**src/rtl/seg_display_pkg.sv**
```systemverilog
// Definitions shared by the 7-segment scan driver and the scan monitor:
// active-low segment patterns, the blank anode word and the monitor FSM states.
package seg_display_pkg;

    typedef enum logic [1:0] {
        SCAN_IDLE    = 2'd0,
        SCAN_SETTLE  = 2'd1,
        SCAN_CAPTURE = 2'd2,
        SCAN_HOLD    = 2'd3
    } scan_state_e;

    // Active-low cathode patterns, bit0 = segment a ... bit6 = segment g.
    localparam logic [6:0] SEG_0     = 7'h40;
    localparam logic [6:0] SEG_1     = 7'h79;
    localparam logic [6:0] SEG_2     = 7'h24;
    localparam logic [6:0] SEG_3     = 7'h30;
    localparam logic [6:0] SEG_4     = 7'h19;
    localparam logic [6:0] SEG_5     = 7'h12;
    localparam logic [6:0] SEG_6     = 7'h02;
    localparam logic [6:0] SEG_7     = 7'h78;
    localparam logic [6:0] SEG_8     = 7'h00;
    localparam logic [6:0] SEG_9     = 7'h10;
    localparam logic [6:0] SEG_A     = 7'h08;
    localparam logic [6:0] SEG_B     = 7'h03;
    localparam logic [6:0] SEG_C     = 7'h46;
    localparam logic [6:0] SEG_D     = 7'h21;
    localparam logic [6:0] SEG_E     = 7'h06;
    localparam logic [6:0] SEG_F     = 7'h0E;
    localparam logic [6:0] SEG_BLANK = 7'h7F;

    localparam int              MAX_DIGITS = 8;
    localparam logic [MAX_DIGITS-1:0] ANODE_IDLE = '1;

endpackage

```
**src/rtl/seg_pattern_decode.sv**
```systemverilog
// Combinational reverse lookup of an active-low 7-segment pattern to a hex nibble.
// hit_o is low for any pattern outside the 16-entry table, including blank.
module seg_pattern_decode
    import seg_display_pkg::*;
(
    input  logic [6:0] pattern_i,
    output logic [3:0] nibble_o,
    output logic       hit_o
);

    always_comb begin
        nibble_o = 4'h0;
        hit_o    = 1'b1;
        case (pattern_i)
            SEG_0:   nibble_o = 4'h0;
            SEG_1:   nibble_o = 4'h1;
            SEG_2:   nibble_o = 4'h2;
            SEG_3:   nibble_o = 4'h3;
            SEG_4:   nibble_o = 4'h4;
            SEG_5:   nibble_o = 4'h5;
            SEG_6:   nibble_o = 4'h6;
            SEG_7:   nibble_o = 4'h7;
            SEG_8:   nibble_o = 4'h8;
            SEG_9:   nibble_o = 4'h9;
            SEG_A:   nibble_o = 4'hA;
            SEG_B:   nibble_o = 4'hB;
            SEG_C:   nibble_o = 4'hC;
            SEG_D:   nibble_o = 4'hD;
            SEG_E:   nibble_o = 4'hE;
            SEG_F:   nibble_o = 4'hF;
            default: hit_o    = 1'b0;
        endcase
    end

endmodule

```
**src/rtl/seg_scan_monitor.sv**
```systemverilog
// Receive-side monitor for a multiplexed 7-segment display: settles, captures and decodes
// each scanned digit. Define SEG_SCAN_MONITOR_DP_EN to also capture decimal points.
module seg_scan_monitor
    import seg_display_pkg::*;
#(
    parameter int         NUM_DIGITS    = 8,
    parameter int         SETTLE_CYCLES = 16,
    parameter logic [7:0] DIGIT_MASK    = 8'h03
) (
    input  logic                    clk,
    input  logic                    reset_n,
    input  logic [NUM_DIGITS-1:0]   anode,
    input  logic [6:0]              cathode,
    input  logic                    dp,
    output logic [4*NUM_DIGITS-1:0] digits,
    output logic [NUM_DIGITS-1:0]   digit_valid,
    output logic [NUM_DIGITS-1:0]   illegal_seg,
    output logic [NUM_DIGITS-1:0]   dp_out,
    output logic                    frame_done,
    output logic                    scan_error
);

    localparam logic [1:0] ST_IDLE    = SCAN_IDLE;
    localparam logic [1:0] ST_SETTLE  = SCAN_SETTLE;
    localparam logic [1:0] ST_CAPTURE = SCAN_CAPTURE;
    localparam logic [1:0] ST_HOLD    = SCAN_HOLD;

    localparam logic [15:0]           CNT_LAST = 16'(SETTLE_CYCLES - 1);
    localparam logic [NUM_DIGITS-1:0] MASK     = DIGIT_MASK[NUM_DIGITS-1:0];
    localparam logic [NUM_DIGITS-1:0] BLANK    = ANODE_IDLE[NUM_DIGITS-1:0];

`ifdef SEG_SCAN_MONITOR_DP_EN
    localparam int WORD_W = NUM_DIGITS + 8;
`else
    localparam int WORD_W = NUM_DIGITS + 7;
`endif

    logic [WORD_W-1:0]       word_in;
    logic [WORD_W-1:0]       sync1_q;
    logic [WORD_W-1:0]       sync2_q;
    logic [NUM_DIGITS-1:0]   s_anode;
    logic [6:0]              s_cathode;
    logic                    s_dp;
    logic [NUM_DIGITS-1:0]   low;
    logic                    stable, blank, one_low, multi_low;
    logic [1:0]              state_q, state_d;
    logic [15:0]             cnt_q, cnt_d;
    logic [3:0]              dec_nibble;
    logic                    dec_hit;
    logic [4*NUM_DIGITS-1:0] digits_q, digits_d;
    logic [NUM_DIGITS-1:0]   valid_q, valid_d;
    logic [NUM_DIGITS-1:0]   illegal_q, illegal_d;
    logic [NUM_DIGITS-1:0]   dp_q, dp_d;
    logic [NUM_DIGITS-1:0]   set_q, set_d;
    logic                    frame_q, frame_d;
    logic                    scan_err_q, scan_err_d;

`ifdef SEG_SCAN_MONITOR_DP_EN
    assign word_in = {dp, cathode, anode};
    assign s_dp    = sync2_q[NUM_DIGITS+7];
`else
    logic unused_dp;
    assign unused_dp = dp;
    assign word_in   = {cathode, anode};
    assign s_dp      = 1'b1;
`endif

    assign s_anode   = sync2_q[NUM_DIGITS-1:0];
    assign s_cathode = sync2_q[NUM_DIGITS+6:NUM_DIGITS];
    // The newest synchronized sample is compared with the one before it.
    assign stable    = (sync1_q == sync2_q);
    assign blank     = (s_anode == BLANK);
    assign low       = ~s_anode;
    assign one_low   = (low != '0) && ((low & (low - 1'b1)) == '0);
    assign multi_low = (low != '0) && !one_low;

    seg_pattern_decode u_decode (
        .pattern_i (s_cathode),
        .nibble_o  (dec_nibble),
        .hit_o     (dec_hit)
    );

    always_comb begin
        if (!stable)
            cnt_d = '0;
        else if (cnt_q != 16'hFFFF)
            cnt_d = cnt_q + 16'd1;
        else
            cnt_d = cnt_q;
    end

    always_comb begin
        state_d = state_q;
        case (state_q)
            ST_IDLE:    if (!blank) state_d = ST_SETTLE;
            ST_SETTLE: begin
                if (blank)
                    state_d = ST_IDLE;
                else if (stable && cnt_q == CNT_LAST)
                    state_d = ST_CAPTURE;
            end
            ST_CAPTURE: state_d = stable ? ST_HOLD : ST_SETTLE;
            default:    if (!stable) state_d = blank ? ST_IDLE : ST_SETTLE;
        endcase
    end

    always_comb begin
        digits_d   = digits_q;
        valid_d    = valid_q;
        illegal_d  = illegal_q;
        dp_d       = dp_q;
        set_d      = set_q;
        frame_d    = 1'b0;
        scan_err_d = 1'b0;
        if (state_q == ST_CAPTURE) begin
            if (one_low) begin
                for (int i = 0; i < NUM_DIGITS; i++) begin
                    if (low[i]) begin
                        if (dec_hit)
                            digits_d[4*i +: 4] = dec_nibble;
                        valid_d[i]   = dec_hit;
                        illegal_d[i] = !dec_hit;
`ifdef SEG_SCAN_MONITOR_DP_EN
                        dp_d[i]      = !s_dp;
`endif
                    end
                end
                set_d = set_q | low;
                if ((set_d & MASK) == MASK) begin
                    frame_d = 1'b1;
                    set_d   = '0;
                end
            end else if (multi_low) begin
                scan_err_d = 1'b1;
            end
        end
    end

    always_ff @(posedge clk or negedge reset_n) begin
        if (!reset_n) begin
            sync1_q    <= '0;
            sync2_q    <= '0;
            state_q    <= ST_IDLE;
            cnt_q      <= '0;
            digits_q   <= '0;
            valid_q    <= '0;
            illegal_q  <= '0;
            dp_q       <= '0;
            set_q      <= '0;
            frame_q    <= 1'b0;
            scan_err_q <= 1'b0;
        end else begin
            sync1_q    <= word_in;
            sync2_q    <= sync1_q;
            state_q    <= state_d;
            cnt_q      <= cnt_d;
            digits_q   <= digits_d;
            valid_q    <= valid_d;
            illegal_q  <= illegal_d;
            dp_q       <= dp_d;
            set_q      <= set_d;
            frame_q    <= frame_d;
            scan_err_q <= scan_err_d;
        end
    end

    assign digits      = digits_q;
    assign digit_valid = valid_q;
    assign illegal_seg = illegal_q;
    assign dp_out      = dp_q;
    assign frame_done  = frame_q;
    assign scan_error  = scan_err_q;

endmodule
```
**config.mk**
```make
export PLATFORM = sky130hd
export DESIGN_NAME = seg_scan_monitor
export DESIGN_NICKNAME = d
export VERILOG_FILES = /design/src/rtl/seg_display_pkg.sv /design/src/rtl/seg_pattern_decode.sv /design/src/rtl/seg_scan_monitor.sv
export SDC_FILE = /design/constraint.sdc
export NUM_CORES = 1
export LEC_CHECK = 0
export ABC_AREA = 1
export BUFFER_PORTS_ARGS = -buffer_cell sky130_fd_sc_hd__buf_2
export CORE_AREA = 2 2 94 96
export CTS_CLUSTER_DIAMETER = 200
export DETAILED_ROUTE_END_ITERATION = 10
export DIE_AREA = 0 0 96 98
export GPL_ROUTABILITY_DRIVEN = 0
export PLACE_DENSITY = 0.79
export REMOVE_ABC_BUFFERS = 1
export SLEW_MARGIN = 10
export SYNTH_ARGS = -nofsm -noshare
export SYNTH_HDL_FRONTEND = slang
export SYNTH_SLANG_ARGS = --single-unit
```
**constraint.sdc**
```tcl
create_clock -name clk -period 1.9 [get_ports clk]
set_input_delay 0 -clock clk [delete_from_list [all_inputs] [get_ports clk]]
set_output_delay 0 -clock clk [all_outputs]
set_load 0.05 [all_outputs]
```
==> flow_summary.ini <==
[setup_path]
path_cells = nand2_2, nor2_4, nand3_2, nand2_2, nand2_2, nor2_4, nand4_1, inv_1, buf_4, nand2_1, nand2_1
critPathSlowestCell = dfrtp_1
arrival_ns = 2.22
cp-start-kind = flip-flop
critical_path_class = reg -> reg
cp_max_fo = 8
crit_top_cell = nand2_2
crit_required_ns = 2.23
crit_path_end_kind = flip-flop
critPathMaxStageDelay_ns = 0.39
worstRegToRegCells = 11

[outcome]
outcome = complete, no violations

[power]
comb_power_share_pct = 17.9
peakVddDrop_mv = 0.5809
p_leak_nw = 3.375
p_seq_share_pct = 52.2
p_per_area_nw_per_um2 = 765.0
swShare_pct = 32.84
switching_power_w = 0.001464
internal_power_w = 0.002993
clkPwrFrac_pct = 29.9

[placed_design]
dp_hpwl_um = 7400
pre_cts_slack_ns = 0.002006
portBuffers = 66

[global_route]
grt_max_degree = 48
grt_usage_pct = 22.27
grt_pass1_wl_um = 16450
grt_pass1_vias = 3669
overflow = 0
antenna_found_initial = 0

[clock_network]
clkTransAtPathRegs_ns = 0.11
htree_levels = 3
cts_sinks = 100
insertion_delay_ns = 0.38
clock_path_buffers = 2
cts_buffers = 9
clockRootBuffer = clkbuf_8
cts_tree = yes

[drt]
postRouteAntennaNets = 0
vias = 4095
drt_iter0_markers = 162
wl_um = 10810
dr.pass1.iters = 5
drc = 0
wire_per_inst_um = 13.47
routed_via_density = 5.106

[sta]
period_share_pct = 99.85
max_freq_ghz = 0.5271
clock_skew_ns = 0.01705
hold_viol_final = 0
tns_ns = 0
worst_pin_slew_ns = 0.5379
post-route-min-period_ns = 1.897
setup_viol = 0
rsz0062_at_grt = yes
drv_slew = 0
timing.final.ws_setup_ns = 0.002821
hold_ws_ns = 0.1262
slew_headroom_pct = 64.14

[cells_and_area]
area_growth_pct = 26.59
fin_nets = 712
diodes = 0
fillers = 662
drive_above_1_share_pct = 25.65

[synthesis]
seq_area_frac_synth_pct = 54.38
yosys-top-cells-area = dfrtp_1 54%, nand2_1 16%, inv_1 5.1%
syn_inst = 563
avgSynthCellArea_um2 = 8.174
yosysWarningCount = 0
synthArstFlopShare_pct = 100.0
postSynthRegisterBits = 100
synth_cell_types = 31
synth_edf_count = 0
synth_top_area_cell = dfrtp_1
synth_ff_type = dfrtp_1
synth_top_area_share_pct = 54.38
netlist_area_um2 = 4602

[floorplanning]
coreArea_um2 = 8466
dieArea_um2 = 9408
row_count = 34
top_level_ports = 76
start_util_pct = 54.36
die_w_um = 96
die_h_um = 98

[worst_hold_path]
hp-class = in -> async

[job]
maxCapViolCount = 0
layout by cell type (no fill, tap or decap), drive strengths merged:
cell type / count
nand2: 208
buf: 103
dfrtp: 100
inv: 70
nor2: 64
nand3: 41
a21oi: 25
o21ai: 17
dlygate4sd3: 16
nand4: 10
clkbuf: 9
conb: 8
ha: 5
nor3: 5
clkinv: 3
a31oi: 2
o211a: 2
a211oi: 1
xnor2: 1
nand3b: 1
nor3b: 1
o22ai: 1
o21a: 1
Yosys cell counts (all sizes together), types with 2 or more instances:
cell,n
a21oi,25
dfrtp,100
nor3,5
o211a,2
nand4,10
ha,5
a31oi,2
o21ai,17
buf,12
inv,66
nand3,40
nor2,64
nand2,208
routing by layer:
layer,vias up,track usage [%],wire [um]
li1,2007,-,-
met1,1911,28.78,4502
met2,149,36.75,5407
met3,28,4.090,579
met4,0,9.011,316
met5,-,0,0
cells by family (layout without fill, tap and decap cells):
group,count (synthesis),count (layout),share of synthesized area (%)
simple gates,329,330,30.70
flops,100,100,54.38
buf+inv,78,201,7.395
compound gates,49,49,5.900
fa+ha+maj,5,5,1.359
other cells,1,8,0.08149
xor+xnor,1,1,0.1904
per-stage QoR:
step	utilization (%)	power, W	cells	area (um^2)
finish	68.81	0.004457	802	5826
global route	68.81	0.004672	802	5826
CTS	65.84	0.004443	786	5574
detailed placement	61.50	0.003089	754	5206
global placement	61.50	0.003050	754	5206
floorplan	-	0.002848	558	4536
worst max-delay path, delay by kind of cell (launching register included):
kind          cells  cell delay (ns)
flops             1             0.39
buf+inv           2             0.34
simple gates      9             1.13
final cells by class:
cell class / instances / area [um^2] / share of cell area [%]
multi-input cells: 393 / 1926 / 33.05
clock buffers: 9 / 123.9 / 2.126
inverters: 66 / 250.2 / 4.296
flip-flops and latches: 100 / 2510 / 43.08
repair buffers: 119 / 812.0 / 13.94
well taps: 108 / 135.1 / 2.320
clock inverters: 7 / 68.82 / 1.181
path summary, 6_finish.rpt:
| path | start | slack, ns | end |
|---|---|---|---|
| worst max-delay path | sync2_q[1]$_DFF_PN0_ | 0.003 | digits[3]$_DFFE_PN0P_ |
| worst min-delay path | reset_n | 0.13 | digits[21]$_DFFE_PN0P_ |
| worst max register to register | sync2_q[1]$_DFF_PN0_ | 0.003 | digits[3]$_DFFE_PN0P_ |
| worst min register to register | sync1_q[13]$_DFF_PN0_ | 0.41 | sync2_q[13]$_DFF_PN0_ |
| max in group asynchronous | reset_n | 1.13 | sync2_q[8]$_DFF_PN0_ |
| min in group clk | cathode[4] | 0.25 | sync1_q[12]$_DFF_PN0_ |
flip-flops by register name (all words and copies together) (netlist names):
name and count:
cnt_q 16, digit_valid 8, digits 32, frame_done 1
illegal_seg 8, scan_error 1, set_q 2, state_q 2
sync1_q 15, sync2_q 15
power by group through the flow:
stage	logic, W	registers, W	clock network [W]
after floorplan	0.000344	0.00250	0
after detailed placement	0.000733	0.00236	0
final	0.000799	0.00233	0.00133
after global placement	0.000700	0.00235	0
after CTS	0.000762	0.00232	0.00136
after global routing	0.000884	0.00234	0.00145
what timing repair did:
item                                    4_1_cts  5_1_grt
gates cloned                                  0        1
endpoints found under the hold margin        53        0
hold buffers                                 16        0
endpoints found under the setup margin       19       49
pin swaps                                     1       13
buffers inserted                              0       15
gates resized for setup                       6       43
Power figures use the tool's default switching activity.
